[src/rtl/axis_frame_arbiter.sv]
// axis_frame_arbiter
// Frame-granular round-robin arbiter feeding the single MAC TX AXI-Stream
// input from NUM_PORTS requesters. A grant is taken in IDLE, held for the
// whole frame in XFER, and released after the tlast beat is accepted.
//
// Optional feature macro: ARB_IFG_EN
//   defined   -> a GAP state forces IFG_CYCLES idle cycles after every tlast
//   undefined -> XFER returns straight to IDLE and IFG_CYCLES is ignored
//
// Handshake: a beat moves on any cycle where valid and ready are both high
// at the rising edge of clk. Valid never waits on ready. Downstream
// m_axis_trdy is passed combinationally to the granted port only. The
// master side is driven only in XFER and is all-zero in every other state.
//
// dbg_state exposes the FSM encoding (0 IDLE, 1 XFER, 2 GAP) for checkers.
module axis_frame_arbiter #(
    parameter  int DATA_WIDTH = 32,
    parameter  int NUM_PORTS  = 4,
    parameter  int IFG_CYCLES = 3,
    localparam int GW         = $clog2(NUM_PORTS)
) (
    input  logic                            clk,
    input  logic                            reset_n,
    input  logic [NUM_PORTS*DATA_WIDTH-1:0] s_axis_tdata,
    input  logic [NUM_PORTS-1:0]            s_axis_tvalid,
    input  logic [NUM_PORTS-1:0]            s_axis_tlast,
    output logic [NUM_PORTS-1:0]            s_axis_trdy,
    output logic [DATA_WIDTH-1:0]           m_axis_tdata,
    output logic                            m_axis_tvalid,
    output logic                            m_axis_tlast,
    input  logic                            m_axis_trdy,
    output logic [GW-1:0]                   grant_id,
    output logic                            busy,
    output logic [1:0]                      dbg_state
);

    typedef enum logic [1:0] {
        ST_IDLE = 2'd0,
`ifdef ARB_IFG_EN
        ST_XFER = 2'd1,
        ST_GAP  = 2'd2
`else
        ST_XFER = 2'd1
`endif
    } state_t;

    state_t        state;
    logic [GW-1:0] last_grant;
    logic [GW-1:0] rr_sel;
    logic          rr_found;
    logic          beat_last_done;

`ifdef ARB_IFG_EN
    localparam int CW = (IFG_CYCLES > 1) ? $clog2(IFG_CYCLES) : 1;
    logic [CW-1:0] ifg_cnt;
`endif

    assign dbg_state = state;

    // Round-robin search: first requester after last_grant, wrapping around,
    // so the port granted last has the lowest priority next time.
    always_comb begin
        rr_found = 1'b0;
        rr_sel   = '0;
        for (int i = 1; i <= NUM_PORTS; i++) begin
            logic [GW-1:0] idx;
            idx = GW'((int'(last_grant) + i) % NUM_PORTS);
            if (!rr_found && s_axis_tvalid[idx]) begin
                rr_found = 1'b1;
                rr_sel   = idx;
            end
        end
    end

    // Zero-latency mux of the granted port onto the master side; ready is
    // routed back to the granted port only, and everything idles outside XFER.
    always_comb begin
        m_axis_tdata  = '0;
        m_axis_tvalid = 1'b0;
        m_axis_tlast  = 1'b0;
        s_axis_trdy   = '0;
        if (state == ST_XFER) begin
            m_axis_tdata            = s_axis_tdata[grant_id*DATA_WIDTH +: DATA_WIDTH];
            m_axis_tvalid           = s_axis_tvalid[grant_id];
            m_axis_tlast            = s_axis_tlast[grant_id];
            s_axis_trdy[grant_id]   = m_axis_trdy;
        end
    end

    // The frame ends on the accepted tlast beat; a stalled requester simply
    // keeps the grant because nothing here times out.
    assign beat_last_done = m_axis_tvalid & m_axis_trdy & m_axis_tlast;

    // Arbitration FSM with registered grant_id and busy.
    always_ff @(posedge clk) begin
        if (!reset_n) begin
            state      <= ST_IDLE;
            grant_id   <= '0;
            last_grant <= GW'(NUM_PORTS - 1);
            busy       <= 1'b0;
`ifdef ARB_IFG_EN
            ifg_cnt    <= '0;
`endif
        end else begin
            case (state)
                ST_IDLE: begin
                    if (rr_found) begin
                        grant_id   <= rr_sel;
                        last_grant <= rr_sel;
                        state      <= ST_XFER;
                        busy       <= 1'b1;
                    end
                end
                ST_XFER: begin
                    if (beat_last_done) begin
`ifdef ARB_IFG_EN
                        state   <= ST_GAP;
                        ifg_cnt <= CW'(IFG_CYCLES - 1);
                        busy    <= 1'b1;
`else
                        state   <= ST_IDLE;
                        busy    <= 1'b0;
`endif
                    end
                end
`ifdef ARB_IFG_EN
                ST_GAP: begin
                    if (ifg_cnt == '0) begin
                        state <= ST_IDLE;
                        busy  <= 1'b0;
                    end else begin
                        ifg_cnt <= ifg_cnt - 1'b1;
                    end
                end
`endif
                default: begin
                    state <= ST_IDLE;
                    busy  <= 1'b0;
                end
            endcase
        end
    end

endmodule
[config.mk]
export PLATFORM = sky130hd
export DESIGN_NAME = axis_frame_arbiter
export DESIGN_NICKNAME = d
export VERILOG_FILES = /design/src/rtl/axis_frame_arbiter.sv
export SDC_FILE = /design/constraint.sdc
export NUM_CORES = 1
export LEC_CHECK = 0
export ABC_AREA = 0
export BUFFER_PORTS_ARGS = -buffer_cell sky130_fd_sc_hd__buf_2
export CAP_MARGIN = 25
export CORE_AREA = 2 2 70 72
export CTS_CLUSTER_SIZE = 25
export DETAILED_ROUTE_END_ITERATION = 7
export DIE_AREA = 0 0 72 74
export PLACE_DENSITY = 0.8
export SLEW_MARGIN = 30
export SYNTH_ARGS = -nofsm -noshare
export SYNTH_HDL_FRONTEND = slang
export SYNTH_SLANG_ARGS = --single-unit
[constraint.sdc]
create_clock -name clk -period 3.9 [get_ports clk]
set_input_delay 0.78 -clock clk [delete_from_list [all_inputs] [get_ports clk]]
set_output_delay 0.78 -clock clk [all_outputs]
set_load 0.03 [all_outputs]
# Word level (Yosys, flattened, before mapping)
# Cells that the tools add are included.
classes:
  addsub: 4
  n_lt_le_gt_ge: 6
  eq_ne: 3
  shifts: 1
  muxes: 32
  bitwise: 3
  n_reduce_logical: 10
op_table:
  columns: ["cell", "n"]
  rows:
  - ["$shiftx 128x8->32", 1]
  - ["$mux 32", 1]
  - ["$lt 2x3->1 const B", 5]
  - ["$mux 1", 15]
  - ["$bmux 1 s2", 6]
  - ["$mux 2", 6]
  - ["$add 2x1->2 const B", 2]
  - ["$add 2x2->2 const B", 2]
  - ["$and 4x4->4", 1]
  - ["$logic_and 1x1->1", 4]
  - ["$mux 4", 1]
  - ["$ne 2x2->1 const B", 2]
  - ["$pmux 2 s2", 1]
  - ["$reduce_and 2->1", 2]
  - ["$logic_not 1->1", 3]
  - ["$and 1x1->1", 2]
  - ["$demux 1 s2", 1]
  - ["$eq 2x1->1 const B", 1]
  - ["$ge 2x1->1 const B", 1]
  - ["$logic_not 2->1", 1]
  - ["$pmux 1 s2", 1]
word_totals:
  regBits: 7
  in_bits: 139
  out_inout_bits: 43

# Depth between registers and ports, before layout
# Gate-level depths: netlist of run 1.
logic_depth:
  depth_word: 15
  depth_mapped: 5
  ltp_nobuf: 4

# Worst setup path before layout of run 1
# OpenSTA, ideal clock, no wires.
synth_timing:
  kind: "reg2out"
  from: "register grant_id[1]"
  to: "output port s_axis_trdy[2]"
  arrival_time_ps: 1723
  required_time_ps: 3120
  setup_slack_ps: 1397
  stages_incl_launch_ff: 5
  n_path_buf: 2
  cell_sequence: "dfxtp_1 buf_2 buf_2 inv_1 nor3_1"
synth_via:
  elab_chain_cells: 6
  elab_cells_between_ends: 7
  classes_between: "order compare (2); mux (3); bitwise (1); reduce/logical (1)"
synth_rtl:
  columns: ["item", "line", "source"]
  rows:
  - ["start: declaration", "32", "output logic [GW-1:0] grant_id,"]
  - ["start signal: assignment", "108", "grant_id <= rr_sel;"]
  - ["$lt 2x3->1 (not written as such) or $ge 2x1->1 (tied branches)", "86", "s_axis_trdy[grant_id] = m_axis_trdy;"]
  - ["$logic_and 1x1->1 (not written as such)", "86", null]
  - ["$mux 1 (not written as such)", "86", null]
  - ["$demux 1 s2 (*)", "86", null]
  - ["$and 4x4->4 (no line) (*)", null, null]
  - ["$mux 4 (*)", "82", "if (state == ST_XFER) begin"]
  - ["end: declaration", "27", "output logic [NUM_PORTS-1:0] s_axis_trdy,"]
# Mark *: on every way between the ends. The rest lies on a longest branch, timed or not.

# Worst setup path after layout of run 1
layout_timing:
  from: "register grant_id[0]"
  to: "output port m_axis_tdata[31]"
layout_via:
  elab_chain_cells: 2
layout_rtl:
  columns: ["item", "line", "source"]
  rows:
  - ["$shiftx 128x8->32", "83", "m_axis_tdata = s_axis_tdata[grant_id*DATA_WIDTH +: DATA_WIDTH];"]
  - ["$mux 32", "82", null]
  - ["end: declaration", "28", "output logic [DATA_WIDTH-1:0] m_axis_tdata,"]
# Every way passes these cells.

==> summary.txt, run 1 <==
run status -> finished, final reports clean
fin crit share -> 0.741
endpoint class of the critical path -> output port
Lkg Pwr -> 1.22 nW
synthesis-stage register bit count -> 5
H-tree depth -> 1
start point of the critical path -> grant_id[0]
die footprint -> 0.00533 mm²
sequential-to-total area share from yosys stat -> 0.0694
P_sw -> 239 µW
RSZ-0062 raised after global routing -> no
largest net degree at the start of global routing -> 45
clock root cell -> clkbuf_8
most frequent cells in the layout -> buf_2, and2_1, mux4_2
Internal Power -> 332 µW
Setup WS pre-CTS -> 1190 ps
Hold Startpoint -> grant_id[1]
Reg-to-Reg Start -> grant_id[0]
TritonRoute pass-1 iters -> 4
vias in the first global route -> 1682
Net Sw Frac -> 0.419
WS Path Type -> reg -> out
Ports -> 182
Syn Std Cell Area -> 0.00144 mm²
Comb power frac -> 0.698
syn_nets -> 267
CTS Sinks -> 5
Synth Area per Inst -> 11.3 µm²
clock tree buffer depth -> 2
CORE AREA -> 0.00460 mm²
wire per inst -> 15.6 µm
Synth area leaders -> mux4_2, and2_1, mux4_1
Critical Path RT -> 3120 ps
post-CTS resize count -> 0
Final Wtd Congestion -> 0.814
Worst Setup Start Kind -> register
DP Wirelength -> 4660 µm
Die Y -> 74 µm
R2R depth -> 4
row cnt -> 25
via density per instance -> 5.11
grt peak-use layer -> met2
Total Wirelength -> 5530 µm
total gr overflow -> 0
remaining antenna violation count -> 0
Ys Warns -> 0
Ant. Diodes -> 0
flop-to-flop setup slack -> 2180 ps
Synth Instances -> 128
MaxCap Viol Count -> 0
final worst slack -> 1010 ps
global-route wire length before repair -> 7900 µm
min Tclk post-route -> 2890 ps
final hold violations -> 0
top cell type's share of synthesized area -> 0.468
nets -> 441
fill cell count -> 439
Hold Crit Class -> reg -> reg
Final Skew -> 5.10 ps
IO Port Bufs -> 180
Final Total Pwr -> 571 µW
Max VDD drop -> 233 µV
TritonCTS clock tree -> yes
Peak Freq -> 0.346 GHz
grt met2 use -> 0.336
GR Util met3 -> 0.0515
setup bufs post-CTS -> 0
clock share of power -> 0.168
layout cells sized above 1 -> 0.721
Area Overhead vs Synth -> 64.9%
Die X -> 72 µm
Flop pwr share -> 0.133
Synth area leader -> mux4_2
Max FO, Critical Path -> 21
Worst-Margin Slew -> 627 ps
Vias -> 1813
DRC Markers -> 0
Initial DRC Count -> 90
final setup vio count -> 0
GR Util All Layers -> 0.189
worst skew pair latency -> 220 ps
clock transition at the registers of the reported paths -> 40 ps
CTS Buf Count -> 3
fin. max-slew vios -> 0
commonest non-fill, non-tap cell in the layout -> buf_2
RR Endpoint -> busy
Distinct cells, synth -> 25
initial antenna violation count -> 1
worst rel slew slack -> 0.582
Initial Utilization -> 0.314
setup TNS -> 0 ps
CP Data Arrival Time -> 2110 ps
CTS Hold Buffers Added -> 0
met1 Usage GRT -> 0.219
power per cell area -> 240 mW/mm²
CP endpoint -> m_axis_tdata[31]
==> critical path, cell delays in order, from the launching register on <==
cell,delay [ps]
dfxtp_2,720
buf_12,270
mux4_1,550
and2_1,170
buf_2,170
==> through the flow <==
step	utilization	cells	hold slack [ps]	area (µm²)
CTS	0.517	355	469	2380
global placement	0.507	351	454	2330
finish	0.517	355	464	2380
floorplan	-	128	516	1440
global route	0.517	355	498	2380
detailed placement	0.507	351	465	2330
==> flip-flops by register name (all words and copies together) (netlist names) <==
| name | flops |
|---|---|
| last_grant | 2 |
| busy | 1 |
| grant_id | 2 |
==> routing by layer <==
metal	share of wire	wire (µm)
met2	0.53	2910
met5	0.0020	11
met1	0.35	1950
met4	0.026	141
met3	0.093	514
==> logic make-up (layout without fill, tap and decap cells) <==
| group | count (synthesis) | after routing | synth area share |
|---|---|---|---|
| simple gates | 58 | 58 | 0.233 |
| mux | 35 | 35 | 0.559 |
| flops | 5 | 5 | 0.0694 |
| other cells | 1 | 1 | 0.00260 |
| buf+inv | 16 | 189 | 0.0841 |
| compound gates | 13 | 13 | 0.0512 |
==> how the worst min path moves through the flow <==
stage,slack [ps],to,depth (start not counted)
after floorplan,520,last_grant[1],2
after global placement,450,grant_id[1],2
after detailed placement,460,grant_id[1],2
after CTS,470,grant_id[1],2
after global routing,500,grant_id[1],2
final,460,grant_id[1],2
==> cell usage after synthesis <==
cell and number:
and2_1 34, mux4_2 30, nor2_1 7, a21oi_1 5, buf_2 5, dfxtp_1 5, mux4_1 5, nand2b_1 5
clkbuf_1 3, nand2_1 3, nand3_1 3, o21ai_0 3, buf_12 2, buf_4 2, buf_6 2, inv_1 2
nor2b_1 2, nor3_1 2, o21ai_1 2, a21boi_0 1, a21o_1 1, a221oi_1 1, conb_1 1, nand3b_1 1
nor4bb_1 1
==> power by group through the flow <==
stage	Sequential (mW)	Clock, mW	Combinational [mW]
after floorplan	0.0720	0	0.288
after global placement	0.0765	0	0.395
after detailed placement	0.0775	0	0.402
after CTS	0.0769	0.0974	0.403
after global routing	0.0794	0.101	0.430
final	0.0760	0.0960	0.399
==> area by class of cell <==
class / instances / area [µm²] / share of cell area
clock buffer: 4 / 45.0 / 0.0189
sequential: 5 / 101 / 0.0426
multi-input combinational: 107 / 1220 / 0.513
timing repair buffer: 183 / 936 / 0.393
inverter: 2 / 7.51 / 0.00316
tap: 54 / 67.6 / 0.0284
No activity file was read; power rests on OpenSTA's default activity.
==> run 2: changes to the inputs <==
--- a/config.mk
+++ b/config.mk
@@ -5,14 +5,13 @@
 export SDC_FILE = /design/constraint.sdc
 export NUM_CORES = 1
 export LEC_CHECK = 0
-export ABC_AREA = 0
+export ABC_AREA = 1
 export BUFFER_PORTS_ARGS = -buffer_cell sky130_fd_sc_hd__buf_2
 export CAP_MARGIN = 25
-export CORE_AREA = 2 2 70 72
+export CORE_UTILIZATION = 28
 export CTS_CLUSTER_SIZE = 25
 export DETAILED_ROUTE_END_ITERATION = 7
-export DIE_AREA = 0 0 72 74
-export PLACE_DENSITY = 0.8
+export PLACE_DENSITY = 0.77
 export SLEW_MARGIN = 30
 export SYNTH_ARGS = -nofsm -noshare
 export SYNTH_HDL_FRONTEND = slang
==> constraint.sdc (replaced) <==
create_clock -name clk -period 2.6 [get_ports clk]
set_input_delay 0.52 -clock clk [delete_from_list [all_inputs] [get_ports clk]]
set_output_delay 0.52 -clock clk [all_outputs]
set_load 0.03 [all_outputs]
==> summary.txt, run 2 <==
Async SR Flop Fraction -> 0
H-tree depth -> 1
Total Wirelength -> 6110 µm
Reg-to-Reg Start -> grant_id[1]
CORE AREA -> 0.00444 mm²
syn_nets -> 360
RR Endpoint -> busy
top-count cell post-synth -> a22oi_1
Synth area leaders -> a22oi_1, a21oi_1, nand2_1
commonest non-fill, non-tap cell in the layout -> buf_2
total gr overflow -> 0
fin. max-slew vios -> 0
endpoint class of the critical path -> output port
wire per inst -> 13.7 µm
DP Wirelength -> 4880 µm
setup TNS -> 0 ps
largest net degree at the start of global routing -> 35
Final Skew -> 1.16 ps
Setup WS pre-CTS -> 497 ps
Lkg Pwr -> 1.30 nW
synthesis-stage register bit count -> 5
fin crit share -> 0.899
clock root cell -> clkbuf_8
run status -> finished, violations left
Synth Instances -> 221
Critical Path RT -> 2080 ps
FF+latch area -> 100 µm²
power per cell area -> 1040 mW/mm²
setup bufs post-CTS -> 0
nets -> 534
Distinct cells, synth -> 25
layout cells sized above 1 -> 0.536
WS Path Type -> reg -> out
post-CTS resize count -> 0
via density per instance -> 5.36
WHS Path Cells -> 2
top_reg_cell synth -> dfxtp_1
min Tclk post-route -> 2340 ps
remaining antenna violation count -> 0
Final Total Pwr -> 2.39 mW
Ys Warns -> 0
CTS Sinks -> 5
Post-synth EDFFs -> 0
routed wl met3 -> 474 µm
MaxCap Viol Count -> 0
Worst Setup Start Kind -> register
max layer used -> met4
Final Wtd Congestion -> 0.885
Ant. Diodes -> 0
violated checks -> DRC
flop-to-flop setup slack -> 950 ps
global-route wire length before repair -> 9270 µm
clock tree buffer depth -> 2
Commonest cells post-synth -> a22oi_1, nand2_1, a21oi_1
Hold Crit Class -> in -> reg
Die X -> 70.9 µm
final worst slack -> 263 ps
Hold Startpoint -> reset_n
die footprint -> 0.00503 mm²
Top Registers -> grant_id: 2 flops, last_grant: 2 flops, busy: 1 flops
Vias -> 2389
worst skew pair latency -> 220 ps
Area Overhead vs Synth -> 73.4%
R2R depth -> 10
CP Data Arrival Time -> 1820 ps
top cell type's share of synthesized area -> 0.362
metal2 WL -> 2990 µm
DRC Markers -> 26
IO Port Bufs -> 180
Initial Utilization -> 0.299
sequential-to-total area share from yosys stat -> 0.0753
row cnt -> 24
Max FO, Critical Path -> 21
Worst Hold End -> last_grant[1]
Ports -> 182
fill cell count -> 477
initial antenna violation count -> 0
RSZ-0062 raised after global routing -> no
Max VDD drop -> 697 µV
final instance area -> 0.00230 mm²
metal1 wirelength -> 2480 µm
most frequent cells in the layout -> buf_2, a22oi_1, nand2_1
Synth area leader -> a22oi_1
TritonRoute pass-1 iters -> 7
CTS Buf Count -> 3
Die Y -> 70.9 µm
area occupied by multi-input gates -> 0.00105 mm²
final setup vio count -> 0
Peak Freq -> 0.428 GHz
vias in the first global route -> 2107
CTS Hold Buffers Added -> 0
Synth Area per Inst -> 6.01 µm²
GR Util All Layers -> 0.224
placed instance area -> 0.00226 mm²
Initial DRC Count -> 129
TritonCTS clock tree -> yes
final hold violations -> 0
clock transition at the registers of the reported paths -> 30 ps
Syn Std Cell Area -> 0.00133 mm²
==> run 2: changes by cell type after synthesis, moves of 5 or more <==
| cell | before | now |
|---|---|---|
| buf_2 | 5 | 10 |
| nand2b_1 | 5 | 0 |
| mux4_1 | 5 | 0 |
| mux4_2 | 30 | 0 |
| and2_1 | 34 | 0 |
| a22oi_1 | 0 | 64 |
| nand2_2 | 0 | 7 |
| inv_1 | 2 | 14 |
| a21oi_1 | 5 | 36 |
| nand2_1 | 3 | 40 |
==> run 2: per-layer routing <==
metal | global-route usage | vias up
met5 | 0 | -
li1 | - | 1157
met2 | 0.400 | 144
met4 | 0.0822 | 0
met1 | 0.277 | 1069
met3 | 0.0256 | 19
==> run 2: area by class of cell <==
type	count	area share
repair buffers	188	0.417
clock buffers	4	0.0196
multi-input cells	177	0.458
flip-flops and latches	5	0.0435
well taps	52	0.0282
inverters	20	0.0337
==> run 2: worst max path at each step <==
stage                start               end  slack [ps]  cells after the start
5_1_grt        grant_id[1]   m_axis_tdata[8]          40                      6
3_5_place_dp   grant_id[1]  m_axis_tdata[20]         500                      6
2_1_floorplan  grant_id[1]  m_axis_tdata[10]         330                      6
3_3_place_gp   grant_id[1]  m_axis_tdata[17]         560                      6
6_report       grant_id[1]   m_axis_tdata[4]         260                      6
4_1_cts        grant_id[1]  m_axis_tdata[20]         250                      6
==> run 2: worst max-delay path, cell delays in order (launching register included) <==
cell and delay, ps:
dfxtp_1 470, nand2_1 140, inv_2 210, buf_4 300, a22oi_1 120, a21oi_1 140
buf_2 210
==> run 2: power breakdown <==
part           switching (mW)  leakage [nW]  internal, mW
clock network          0.0394        0.0228         0.105
registers              0.0648        0.0416         0.108
logic                    1.39          1.23         0.683
==> run 2: logic make-up after synthesis <==
group | Yosys count | share of synthesized area
other | 1 | 0.00282
AOI/OAI and AO/OA | 103 | 0.513
buffers and inverters | 39 | 0.133
DFF | 5 | 0.0753
and+or+nand+nor | 73 | 0.276
==> run 2: metrics by stage <==
step	utilization	instances	hold slack, ps
2_1_floorplan	-	221	531
3_3_place_gp	0.508	442	542
3_5_place_dp	0.508	442	546
4_1_cts	0.518	446	507
5_1_grt	0.518	446	509
6_report	0.518	446	506
